[src/rtl/security_key_ctrl_if.sv]
// Handshake bundle between the key/data source and security_key_ctrl.
// The master drives key attempts and data words; the slave returns grants, staged data and status.
interface security_key_ctrl_if;
    logic        key_valid;
    logic [15:0] key_in;
    logic        key_target;
    logic        data_valid;
    logic [31:0] data_in;
    logic        enc_req;
    logic [15:0] key_access_mem;
    logic [15:0] key_access_reg;
    logic        encryption_on;
    logic [31:0] data_out;
    logic        data_out_valid;
    logic        data_drop;
    logic        locked;
    logic [3:0]  fail_count;

    modport master (
        output key_valid, key_in, key_target, data_valid, data_in, enc_req,
        input  key_access_mem, key_access_reg, encryption_on, data_out,
               data_out_valid, data_drop, locked, fail_count
    );

    modport slave (
        input  key_valid, key_in, key_target, data_valid, data_in, enc_req,
        output key_access_mem, key_access_reg, encryption_on, data_out,
               data_out_valid, data_drop, locked, fail_count
    );
endinterface

[src/rtl/security_key_ctrl.sv]
// Key authentication, grant/lockout FSM and data staging in front of the security stage.
// All outputs come from registers; grant-derived outputs follow the state after each edge.
module security_key_ctrl #(
    parameter logic [15:0] KEY          = 16'h0032,
    parameter int          MAX_FAILS    = 3,
    parameter int          LOCK_CYCLES  = 16,
    parameter int          GRANT_CYCLES = 64
) (
    input  logic               clk,
    input  logic               rst,
    security_key_ctrl_if.slave bus
);
    localparam int TMAX = (LOCK_CYCLES > GRANT_CYCLES) ? LOCK_CYCLES : GRANT_CYCLES;
    localparam int TW   = $clog2(TMAX + 1);

    typedef enum logic [1:0] {
        ST_IDLE      = 2'd0,
        ST_GRANT_MEM = 2'd1,
        ST_GRANT_REG = 2'd2,
        ST_LOCKED    = 2'd3
    } state_e;

    state_e         state_q, state_d;
    logic [TW-1:0]  timer_q, timer_d;
    logic [3:0]     fail_q, fail_d;
    logic [15:0]    kam_q, kar_q;
    logic [31:0]    dout_q;
    logic           enc_q, dov_q, drop_q, locked_q;
    logic           key_ok_s, grant_next_s;
    logic [3:0]     fail_inc_s;
    state_e         target_s;

    function automatic logic [3:0] sat_inc(input logic [3:0] v);
        if (v == 4'd15) begin
            return 4'd15;
        end else begin
            return v + 4'd1;
        end
    endfunction

    // Next-state logic: one shared timer serves as grant timer or lock timer.
    always_comb begin
        state_d    = state_q;
        timer_d    = timer_q;
        fail_d     = fail_q;
        key_ok_s   = (bus.key_in == KEY);
        fail_inc_s = sat_inc(fail_q);
        target_s   = bus.key_target ? ST_GRANT_REG : ST_GRANT_MEM;
        case (state_q)
            ST_IDLE, ST_GRANT_MEM, ST_GRANT_REG: begin
                if (bus.key_valid) begin
                    if (key_ok_s) begin
                        state_d = target_s;
                        timer_d = TW'(GRANT_CYCLES);
                        fail_d  = 4'd0;
                    end else if (fail_inc_s == 4'(MAX_FAILS)) begin
                        state_d = ST_LOCKED;
                        timer_d = TW'(LOCK_CYCLES);
                        fail_d  = fail_inc_s;
                    end else begin
                        state_d = ST_IDLE;
                        timer_d = '0;
                        fail_d  = fail_inc_s;
                    end
                end else if (state_q == ST_IDLE) begin
                    state_d = ST_IDLE;
                end else if (bus.data_valid) begin
                    timer_d = TW'(GRANT_CYCLES);
                end else if (timer_q <= TW'(1)) begin
                    state_d = ST_IDLE;
                    timer_d = '0;
                end else begin
                    timer_d = timer_q - TW'(1);
                end
            end
            ST_LOCKED: begin
                // Key attempts are ignored entirely while locked out.
                if (timer_q <= TW'(1)) begin
                    state_d = ST_IDLE;
                    timer_d = '0;
                    fail_d  = 4'd0;
                end else begin
                    timer_d = timer_q - TW'(1);
                end
            end
            default: begin
                state_d = ST_IDLE;
                timer_d = '0;
                fail_d  = 4'd0;
            end
        endcase
        grant_next_s = (state_d == ST_GRANT_MEM) || (state_d == ST_GRANT_REG);
    end

    // State, timer and fail counter registers.
    always_ff @(posedge clk) begin
        if (rst) begin
            state_q <= ST_IDLE;
            timer_q <= '0;
            fail_q  <= 4'd0;
        end else begin
            state_q <= state_d;
            timer_q <= timer_d;
            fail_q  <= fail_d;
        end
    end

    // Output registers; data is staged only when the post-edge state is a grant.
    always_ff @(posedge clk) begin
        if (rst) begin
            kam_q    <= 16'h0000;
            kar_q    <= 16'h0000;
            dout_q   <= 32'h0000_0000;
            enc_q    <= 1'b0;
            dov_q    <= 1'b0;
            drop_q   <= 1'b0;
            locked_q <= 1'b0;
        end else begin
            kam_q    <= (state_d == ST_GRANT_MEM) ? KEY : 16'h0000;
            kar_q    <= (state_d == ST_GRANT_REG) ? KEY : 16'h0000;
            locked_q <= (state_d == ST_LOCKED);
            dov_q    <= bus.data_valid && grant_next_s;
            drop_q   <= bus.data_valid && !grant_next_s;
            if (bus.data_valid && grant_next_s) begin
                dout_q <= bus.data_in;
                enc_q  <= bus.enc_req;
            end else begin
                dout_q <= dout_q;
                enc_q  <= enc_q;
            end
        end
    end

    assign bus.key_access_mem = kam_q;
    assign bus.key_access_reg = kar_q;
    assign bus.encryption_on  = enc_q;
    assign bus.data_out       = dout_q;
    assign bus.data_out_valid = dov_q;
    assign bus.data_drop      = drop_q;
    assign bus.locked         = locked_q;
    assign bus.fail_count     = fail_q;
endmodule
[src/flat_wrapper.sv]
// flat-port wrapper written by rule: the top's interface ports become plain ports
module security_key_ctrl_flat 
#(
    parameter logic [15:0] KEY          = 16'h0032,
    parameter int          MAX_FAILS    = 3,
    parameter int          LOCK_CYCLES  = 16,
    parameter int          GRANT_CYCLES = 64
)
  (clk, rst, bus_key_valid, bus_key_in, bus_key_target, bus_data_valid, bus_data_in, bus_enc_req, bus_key_access_mem, bus_key_access_reg, bus_encryption_on, bus_data_out, bus_data_out_valid, bus_data_drop, bus_locked, bus_fail_count);
  security_key_ctrl_if bus_i ();
  input  logic clk;
  input  logic rst;
  input wire logic [$bits(bus_i.key_valid)-1:0] bus_key_valid;
  input wire logic [$bits(bus_i.key_in)-1:0] bus_key_in;
  input wire logic [$bits(bus_i.key_target)-1:0] bus_key_target;
  input wire logic [$bits(bus_i.data_valid)-1:0] bus_data_valid;
  input wire logic [$bits(bus_i.data_in)-1:0] bus_data_in;
  input wire logic [$bits(bus_i.enc_req)-1:0] bus_enc_req;
  output wire logic [$bits(bus_i.key_access_mem)-1:0] bus_key_access_mem;
  output wire logic [$bits(bus_i.key_access_reg)-1:0] bus_key_access_reg;
  output wire logic [$bits(bus_i.encryption_on)-1:0] bus_encryption_on;
  output wire logic [$bits(bus_i.data_out)-1:0] bus_data_out;
  output wire logic [$bits(bus_i.data_out_valid)-1:0] bus_data_out_valid;
  output wire logic [$bits(bus_i.data_drop)-1:0] bus_data_drop;
  output wire logic [$bits(bus_i.locked)-1:0] bus_locked;
  output wire logic [$bits(bus_i.fail_count)-1:0] bus_fail_count;
  assign bus_i.key_valid = bus_key_valid;
  assign bus_i.key_in = bus_key_in;
  assign bus_i.key_target = bus_key_target;
  assign bus_i.data_valid = bus_data_valid;
  assign bus_i.data_in = bus_data_in;
  assign bus_i.enc_req = bus_enc_req;
  assign bus_key_access_mem = bus_i.key_access_mem;
  assign bus_key_access_reg = bus_i.key_access_reg;
  assign bus_encryption_on = bus_i.encryption_on;
  assign bus_data_out = bus_i.data_out;
  assign bus_data_out_valid = bus_i.data_out_valid;
  assign bus_data_drop = bus_i.data_drop;
  assign bus_locked = bus_i.locked;
  assign bus_fail_count = bus_i.fail_count;
  security_key_ctrl #(.KEY(KEY), .MAX_FAILS(MAX_FAILS), .LOCK_CYCLES(LOCK_CYCLES), .GRANT_CYCLES(GRANT_CYCLES)) u_core (.clk(clk), .rst(rst), .bus(bus_i));
endmodule
[config.mk]
export PLATFORM = sky130hd
export DESIGN_NAME = security_key_ctrl_flat
export DESIGN_NICKNAME = d
export VERILOG_FILES = /design/src/rtl/security_key_ctrl_if.sv /design/src/rtl/security_key_ctrl.sv /design/src/flat_wrapper.sv
export SDC_FILE = /design/constraint.sdc
export NUM_CORES = 1
export LEC_CHECK = 0
export BUFFER_PORTS_ARGS = -buffer_cell sky130_fd_sc_hd__buf_2
export CAP_MARGIN = 40
export CORE_AREA = 2 2 78 80
export DETAILED_ROUTE_END_ITERATION = 10
export DIE_AREA = 0 0 80 82
export HOLD_SLACK_MARGIN = 0.02
export PLACE_DENSITY = 0.72
export REMOVE_ABC_BUFFERS = 1
export SLEW_MARGIN = 20
export SYNTH_ARGS = -nofsm -noshare
export SYNTH_HDL_FRONTEND = slang
export SYNTH_SLANG_ARGS = --single-unit
[constraint.sdc]
create_clock -name clk -period 4.7 [get_ports clk]
set_clock_uncertainty 0.05 [all_clocks]
set_input_delay 0.47 -clock clk [delete_from_list [all_inputs] [get_ports clk]]
set_output_delay 0.47 -clock clk [all_outputs]
set_load 0.02 [all_outputs]
; ---- Word level (Yosys, flattened, before mapping)
; Index checks and enable logic that the tools add are counted.
; W data, S select, Z words.
[word_totals]
ff_bits = 81
input_bits = 54
out_inout_bits = 72
elab_cells = 54
[classes]
addsub = 2
n_lt_le_gt_ge = 1
eq_ne = 12
n_mux = 22
n_reduce_logical = 7
[op_table]
columns = cell, n
row1 = $mux W7, 5
row2 = $eq A16 B6 Y1 const B, 1
row3 = $mux W4, 4
row4 = $mux W2, 7
row5 = $pmux W7 S2, 1
row6 = $mux W6, 2
row7 = $eq A2 B2 Y1 const B, 4
row8 = $pmux W4 S2, 1
row9 = $le A7 B1 Y1 const B, 1
row10 = $sub A7 B1 Y7 const B, 1
row11 = $mux W5, 1
row12 = $add A4 B1 Y4 const B, 1
row13 = $eq A2 B1 Y1 const B, 2
row14 = $eq A4 B2 Y1 const B, 1
row15 = $eq A4 B4 Y1 const B, 1
row16 = $pmux W2 S2, 1
row17 = $ne A3 B3 Y1 const B, 1
row18 = $reduce_or A3 Y1, 1
row19 = $logic_and A1 B1 Y1, 2
row20 = $logic_not A2 Y1, 1
row21 = $ne A2 B1 Y1 const B, 1
row22 = $ne A2 B2 Y1 const B, 1
row23 = $reduce_and A2 Y1, 1
row24 = $logic_not A1 Y1, 1
row25 = $logic_or A1 B1 Y1, 1

; ---- Depth between registers and ports, before layout
; Gate-level depths: netlist of run 1.
[depth]
word_depth = 11
mapped_depth = 12
depth_no_buf = 10

; ---- Worst setup path after synthesis of run 1
; OpenSTA, ideal clock, no wires.
[synth_timing]
path_type = register -> register
start = register u_core.fail_q[0] (netlist: u_core.bus.fail_count[0])
end = register u_core.dout_q[10] (netlist: u_core.bus.data_out[10])
setup_ps = 71
arrival_time_ps = 2579
required_time_ps = 4579
setup_slack_ps = 2001
stages_incl_launch_ff = 12
n_path_buf = 2
period_less_slack_ps = 2699
cell_sequence = dfxtp_1 ha_1 xor2_1 o41ai_1 mux2i_1 o31ai_1 ha_1 nor2b_1 clkbuf_1 clkbuf_1 nand2_1 a21oi_1
[synth_between]
elab_chain_len = 10
word_cells_on_any_way = 12
classes_between = add/sub: 1 / eq/ne: 4 / mux: 5 / reduce/logical: 2
[synth_rtl]
columns = element, line
row1 = start: declaration, security_key_ctrl.sv:25  ; logic [3:0] fail_q, fail_d;
row2 = start signal: assignment, security_key_ctrl.sv:104  ; fail_q <= fail_d;
row3 = $add A4 B1 Y4 / $eq A4 B4 Y1 (equally long branches), "security_key_ctrl.sv:37, security_key_ctrl.sv:34"
row4 = $mux W4 *, security_key_ctrl.sv:34  ; if (v == 4'd15) begin
row5 = $eq A4 B2 Y1 *, security_key_ctrl.sv:56  ; end else if (fail_inc_s == 4'(MAX_FAILS)) begin
row6 = $mux W2 *, security_key_ctrl.sv:56
row7 = $mux W2 *, security_key_ctrl.sv:52  ; if (key_ok_s) begin
row8 = $mux W2 *, security_key_ctrl.sv:51  ; if (bus.key_valid) begin
row9 = $pmux W2 S2 *, security_key_ctrl.sv:49  ; case (state_q)
row10 = via u_core.state_d[0], security_key_ctrl.sv:23  ; state_e state_q, state_d;
row11 = $eq A2 B1 Y1 / $eq A2 B2 Y1 (equally long branches), security_key_ctrl.sv:92  ; grant_next_s = (state_d == ST_GRANT_MEM) || (state_d == ST_GRANT_REG);
row12 = $logic_or A1 B1 Y1 *, security_key_ctrl.sv:92
row13 = $logic_and A1 B1 Y1 *, security_key_ctrl.sv:124  ; if (bus.data_valid && grant_next_s) begin
row14 = end signal: assignment, security_key_ctrl.sv:125  ; dout_q <= bus.data_in;
row15 = end signal: assignment, security_key_ctrl.sv:128  ; dout_q <= dout_q;
row16 = end: declaration, security_key_ctrl.sv:27  ; logic [31:0] dout_q;
; Mark *: on every way through the listed nets, which the timed path passes. The rest lies on a longest branch.
; A chain may end at the register's enable or synchronous reset.

; ---- Worst setup path after layout of run 1
[layout_timing]
start = register u_core.fail_q[0] (netlist: u_core.bus.fail_count[0])
end = register u_core.dout_q[23] (netlist: u_core.bus.data_out[23])
; The elaborated chain is that of the path after synthesis.

==> flow_summary_export.csv, run 1 <==
group,metric,value,unit
cells_and_area,final_cells,465,
cts,clk_path_buf_depth,2,
yosys,synth_area_leaders,"dfxtp_1, nand2_1, buf_4",
floorplan,die_h,82,µm
cells_and_area,antenna_cells,0,
cts,clock-sinks,51,
yosys,ys_seq_area_share,41.80,%
detailed_routing,remaining_drc_errors,0,
grt,antenna_found_initial,0,
detailed_routing,drt-pass1-iter-count,4,
placement,dp_cells,458,
yosys,synth.largest_area_cell,"dfxtp_1",
cts,clk_pin_slew_worst_paths,0.09,ns
grt,grt_pass1_vias,1896,
yosys,ys_seq_elements,51,
cells_and_area,final_common_cell,"buf_2",
worst_setup_path,critPathKind,"reg -> reg",
run,max_cap_violations,0,
worst_setup_path,required,4.87,ns
timing,final_max_slew_viol_count,0,
cts,hold_buffers,0,
floorplan,fp.dieArea,0.006560,mm²
timing,period_needed,3.137,ns
worst_setup_path,arrival,3.31,ns
worst_hold_path,hp-class,"in -> reg",
detailed_routing,vias,2268,
cts,cts_resized,0,
detailed_routing,drtIter0Drc,97,
worst_setup_path,start_kind,"flop",
timing,worstMarginPinSlew,0.8436,ns
worst_setup_path,critPathMaxFanout,21,
placement,hpwl,3978,µm
yosys,syn_area,0.002442,mm²
power_and_ir_drop,p_leak,1.397,nW
yosys,synth_top_family_by_area,"simple AND/OR/NAND/NOR gates",
cts,cts_setup_buffers,0,
yosys,synth_fa_ha_area_share,3.074,%
timing,hold_viol,0,
detailed_routing,ant_nets,0,
timing,setup_tns,0,ns
cts,clockRootBuffer,"clkbuf_8",
placement,placed_area,0.002861,mm²
grt,grt_max_degree,47,
timing,clock.fmax,318.7,MHz
timing,period_share,66.75,%
timing,slew_headroom,43.76,%
grt,grtUsageTotal,15.35,%
floorplan,core,0.005746,mm²
cells_and_area,design_area,0.002968,mm²
placement,gp_congestion,0.8072,
grt,grt_pass1_wl,8162,µm
yosys,yosys.area_share.simple,23.21,%
cts,cts_tree,"yes",
cts,htreeDepth,2,
grt,grt-ovfl-total,0,
cells_and_area,area_delta_synth_final,21.52,%
power_and_ir_drop,ir_drop,0.0001558,V
cts,cts_made_buffers,5,
floorplan,rows,28,
yosys,synth-compound-area-share,17.32,%
power_and_ir_drop,powerDensity,361.9,mW/mm²
cts,clkLatencyLatePin,0.29,ns
detailed_routing,via_per_inst,4.877,
outcome,run_status,"completed",
placement,numPortBuffers,99,
cells_and_area,layout.nets,450,
cells_and_area,drive_gt1_share,30.51,%
yosys,syn_inst,302,
timing,grt_setup_unrepaired,"no",
timing,finalSetupViolations,0,
yosys,synth_cell_types,50,
cells_and_area,final_cell_mix,"buf_2, nand2_1, dfxtp_1",
yosys,syn_avg_cell_area,8.087,µm²
detailed_routing,routed_wl,5404,µm
yosys,synth_xor_area_share,1.434,%
worst_setup_path,endpoint_kind,"flop",
detailed_routing,wl_per_cell,11.62,µm
floorplan,start_util,42.51,%
cells_and_area,largest_reg_flops,32,
yosys,synth.mux.area_fraction,0.4098,%
yosys,synth_top_area_share,41.80,%
floorplan,pin_count,126,
floorplan,die_w,80,µm
yosys,yosysWarnings,0,
[critical path: stages (launching register included)]
cell	delay, ns
dfxtp_1	0.45
ha_1	0.29
xor2_1	0.11
o41ai_1	0.28
mux2i_1	0.21
o31ai_1	0.35
ha_1	0.32
nor2b_2	0.44
buf_4	0.33
nand2_1	0.09
a21oi_1	0.13
[where the power goes]
group	total, mW	internal, mW	switching (mW)
combinational	0.285	0.105	0.180
clock	0.290	0.156	0.134
sequential	0.499	0.470	0.0289
total	1.07	0.731	0.343
[layer usage]
| metal | part of all wire (%) | global-route usage, % |
|---|---|---|
| met1 | 45 | 18.80 |
| met2 | 44 | 27.42 |
| met3 | 9.5 | 3.846 |
| met4 | 0.89 | 3.051 |
| met5 | 0 | 0 |
[path summary, 6_finish.rpt]
| path | slack [ns] | end | depth (start not counted) | startpoint |
|---|---|---|---|---|
| setup / recovery | 1.56 | u_core.bus.data_out[23] | 10 | u_core.bus.fail_count[0] |
| hold / removal | 0.35 | u_core.bus.data_out[11] | 3 | bus_data_in[11] |
| setup reg to reg | 1.56 | u_core.bus.data_out[23] | 10 | u_core.bus.fail_count[0] |
| hold reg to reg | 0.40 | u_core.bus.data_out[10] | 2 | u_core.bus.data_out[10] |
[layout make-up]
class	instances	area, µm²
Fill cell	571	2778
Inverter	7	26.28
Sequential cell	51	1021
Multi-Input combinational cell	224	1210
Tap cell	75	93.84
Timing Repair Buffer	101	510.5
Clock inverter	2	37.54
Clock buffer	5	68.82
[cell families after synthesis]
kind of cell	Yosys count
AO/OA/AOI/OAI	66
XOR/XNOR	4
adder cells (fa/ha/maj)	6
buffers and inverters	52
flip-flops	51
multiplexers	1
other	1
AND/OR/NAND/NOR	121
[cell usage after synthesis (all sizes together)]
| cell type | count |
|---|---|
| nand2 | 75 |
| dfxtp | 51 |
| a21oi | 40 |
| buf | 32 |
| clkbuf | 13 |
| nor2 | 12 |
| inv | 7 |
| nor4 | 7 |
| ha | 6 |
| nor3 | 5 |
| or3 | 5 |
| nor2b | 4 |
| o21ai | 4 |
| and3 | 3 |
| o31ai | 3 |
| a41oi | 2 |
| and2 | 2 |
| nand3b | 2 |
| nand4 | 2 |
| o31a | 2 |
| xnor2 | 2 |
| xor2 | 2 |
| a211oi | 1 |
| a21bo | 1 |
| a21boi | 1 |
| a21o | 1 |
| a2bb2oi | 1 |
| a311o | 1 |
| a31oi | 1 |
| a32oi | 1 |
| a41o | 1 |
| conb | 1 |
| mux2i | 1 |
| nand2b | 1 |
| nor4b | 1 |
| nor4bb | 1 |
| o2111ai | 1 |
| o21ba | 1 |
| o21bai | 1 |
| o22ai | 1 |
| o32ai | 1 |
| o41ai | 1 |
| or4 | 1 |
[per-stage QoR]
stage	utilization [%]	total power [mW]	setup slack, ns	hold WS [ns]
final	51.66	1.074	1.563	0.3508
after global routing	51.66	1.137	1.285	0.3417
after CTS	51.66	1.085	1.540	0.3425
after detailed placement	49.80	0.7944	1.423	0.3957
after global placement	49.80	0.7894	1.512	0.3889
after floorplan	-	0.6965	1.394	0.4338
(Power assumes the default switching activity.)
==> run 2: changes to the inputs <==
- ABC_AREA: unset -> 1
- CORE_AREA: 2 2 78 80 -> 2 2 81 83
- DIE_AREA: 0 0 80 82 -> 0 0 83 85
- PLACE_DENSITY: 0.72 -> 0.71
- clock period: 4.7 -> 2.6 ns (I/O delays scaled with it)
==> run 2 against run 1 <==
Effect of this change:
- flip-flop and latch count did not move
- critical path depth increased by 3
- core utilization shrank 2.5 points
- global-route usage up 0.93 points
- register-to-register slack got worse by 1.2 ns
- critical path type unchanged
- largest cell class unchanged
- largest power group unchanged
==> flow_summary_export.csv, run 2 <==
group,metric,value,unit
cells_and_area,drive_gt1_share,27.87,%
yosys,synth_top_area_share,41.27,%
yosys,ys_seq_area_share,41.27,%
detailed_routing,remaining_drc_errors,0,
cts,hold_buffers,0,
power_and_ir_drop,switching_share,34.17,%
cts,cts_resized,0,
yosys,netlist_top_cells_count,"nor2_1, dfxtp_1, nand2_1",
grt,grtUsageTotal,16.29,%
grt,grt_pass1_wl,9735,µm
grt,grt-ovfl-total,0,
cells_and_area,area_delta_synth_final,23.37,%
floorplan,core,0.006205,mm²
worst_hold_path,hp-class,"in -> reg",
worst_hold_path,holdPathStages,3,
grt,antenna_found_initial,0,
worst_setup_path,cp_top_family,"simple AND/OR/NAND/NOR gates",
detailed_routing,drt-pass1-iter-count,4,
timing,clock.fmax,439.7,MHz
floorplan,start_util,39.87,%
placement,hpwl,4137,µm
placement,numPortBuffers,99,
floorplan,pin_count,126,
timing,final_max_slew_viol_count,0,
cells_and_area,final_cell_mix,"buf_2, nor2_1, dfxtp_1",
timing,finalSetupViolations,0,
worst_setup_path,endpoint_kind,"flop",
worst_setup_path,worst-path-buf-inv,2,
yosys,syn_avg_cell_area,7.067,µm²
power_and_ir_drop,p_comb_share,28.7,%
cts,cts_made_buffers,5,
grt,grt_pass1_vias,2286,
cells_and_area,final_common_cell,"buf_2",
worst_setup_path,slowest_stage,"ha_1",
timing,setup_ws,0.3259,ns
yosys,yosysWarnings,0,
floorplan,die_h,85,µm
yosys,synth_most_common_cell,"nor2_1",
placement,gp_congestion,0.8374,
yosys,synth.largest_area_cell,"dfxtp_1",
grt,grt_max_degree,36,
cts,clock-sinks,51,
detailed_routing,vias,2412,
worst_setup_path,rrSetupSlack,0.33,ns
floorplan,die_w,83,µm
cts,clkLatencyLatePin,0.30,ns
detailed_routing,ant_nets,0,
cts,cts_setup_buffers,0,
cells_and_area,fillers,621,
worst_setup_path,worst_path_most_repeated_cell,"nand2_1",
worst_hold_path,hp-start,"bus_data_in[15]",
yosys,synth_edf_count,0,
floorplan,rows,29,
power_and_ir_drop,powerDensity,696.3,mW/mm²
detailed_routing,routed_wl,5671,µm
worst_setup_path,worstPathCellList,"inv_1 -> ha_1 -> o21bai_1 -> nand4_1 -> nand3_1 -> nand2_1 -> nand2_1 -> nand2_1 -> ha_1 -> nor2_4 -> buf_8 -> o21ai_0 -> nor2_1",
floorplan,fp.dieArea,0.007055,mm²
cells_and_area,antenna_cells,0,
worst_hold_path,holdPathEnd,"u_core.bus.data_out[15]",
power_and_ir_drop,intPower,1.399,mW
timing,grt_setup_unrepaired,"no",
worst_setup_path,r2r_start,"u_core.timer_q[1]",
worst_setup_path,required,2.80,ns
cts,htreeDepth,2,
timing,period_share,87.46,%
cells_and_area,seq_area,0.001022,mm²
outcome,run_status,"completed",
worst_setup_path,critPathMaxFanout,33,
worst_setup_path,start_kind,"flop",
yosys,ys.flop_type,"dfxtp_1",
detailed_routing,drtIter0Drc,95,
run,max_cap_violations,0,
worst_setup_path,r2r-end,"u_core.bus.data_out[16]",
worst_setup_path,arrival,2.47,ns
cells_and_area,layout.nets,504,
detailed_routing,via_per_inst,4.621,
yosys,synth_area_leaders,"dfxtp_1, nor2_1, buf_4",
power_and_ir_drop,ir_drop,0.0004908,V
cells_and_area,postLayoutCoreUtil,49.18,%
power_and_ir_drop,p_clk_share,27.4,%
worst_setup_path,critPathMaxStageDelay,0.34,ns
worst_setup_path,critPathKind,"reg -> reg",
yosys,syn_area,0.002474,mm²
yosys,ys_seq_elements,51,
yosys,synth_cell_types,28,
cts,clk_pin_slew_worst_paths,0.10,ns
cts,clockRootBuffer,"clkbuf_8",
cts,cts_tree,"yes",
timing,hold_viol,0,
placement,place_ws,0.1706,ns
worst_setup_path,r2r_cells,13,
power_and_ir_drop,p_leak,1.634,nW
timing,period_needed,2.274,ns
detailed_routing,wl_per_cell,10.86,µm
cts,clk_path_buf_depth,2,
yosys,async_flop_share,0,%
power_and_ir_drop,p_seq_share,43.9,%
cells_and_area,largest_reg_flops,32,
yosys,syn_inst,350,
cells_and_area,multi_input_area,0.001177,mm²
power_and_ir_drop,p_switching,0.7261,mW
-- run 2: cell types whose count changed in the layout (fill, tap and decap cells not counted), sizes merged, moves of 7 or more --
cell / previous run / this run
a21oi: 40 / 13
inv: 7 / 28
nand2: 75 / 47
nand3: 0 / 12
nor2: 12 / 101
nor4: 7 / 0
o21ai: 4 / 39
-- run 2: tightest hold or removal path, cell delays in order --
cell	delay, ns
buf_2	0.07
nor2_1	0.03
nor2_1	0.08
-- run 2: power by group through the flow --
stage	logic (mW)	registers [mW]	clock network (mW)
after floorplan	0.290	1.06	0
after global placement	0.593	0.947	0
after global routing	0.684	0.946	0.623
final	0.609	0.933	0.582
after detailed placement	0.605	0.948	0
after CTS	0.608	0.934	0.601
-- run 2: metal layers --
| metal | part of all wire [%] | vias to the layer above | GRT usage (%) |
|---|---|---|---|
| li1 | - | 1234 | - |
| met1 | 46 | 1061 | 19.98 |
| met2 | 44 | 111 | 27.93 |
| met3 | 9.0 | 6 | 4.864 |
| met4 | 1.1 | 0 | 4.471 |
| met5 | 0 | - | 0 |
-- run 2: worst max-delay path by stage --
stage               cells after the start                 endpoint  slack [ns]                      from
global route                           13  u_core.bus.data_out[16]        0.03         u_core.timer_q[1]
finish                                 13  u_core.bus.data_out[16]        0.33         u_core.timer_q[1]
CTS                                    13  u_core.bus.data_out[16]        0.15  u_core.bus.fail_count[1]
floorplan                              15   u_core.bus.data_out[0]       -0.02  u_core.bus.fail_count[0]
detailed placement                     13  u_core.bus.data_out[16]        0.17  u_core.bus.fail_count[1]
global placement                       15   u_core.bus.data_out[4]        0.28  u_core.bus.fail_count[1]
-- run 2: area by class of cell --
type	instances	area share (%)
clock inverters	2	1.271
well taps	77	3.157
clock buffers	6	2.706
inverters	28	3.567
repair buffers	102	17.22
flip-flops and latches	51	33.50
multi-input cells	256	38.58
-- run 2: stage by stage --
stage / cells / TNS, ns / power [mW] / cell area [µm²] / hold slack [ns]
after floorplan: 335 / -0.5595 / 1.345 / 2305 / 0.2791
after global placement: 514 / 0 / 1.540 / 2919 / 0.4158
after detailed placement: 514 / 0 / 1.553 / 2919 / 0.4175
after CTS: 522 / 0 / 2.143 / 3040 / 0.1122
after global routing: 522 / 0 / 2.252 / 3052 / 0.1212
final: 522 / 0 / 2.125 / 3052 / 0.1187
-- run 2: logic make-up after synthesis --
group | after synthesis | synth area share (%)
AO/OA/AOI/OAI | 54 | 11.23
XOR/XNOR | 1 | 0.3541
adder cells (fa/ha/maj) | 6 | 3.035
buffers and inverters | 68 | 14.92
flip-flops | 51 | 41.27
other | 1 | 0.1516
AND/OR/NAND/NOR | 169 | 29.03
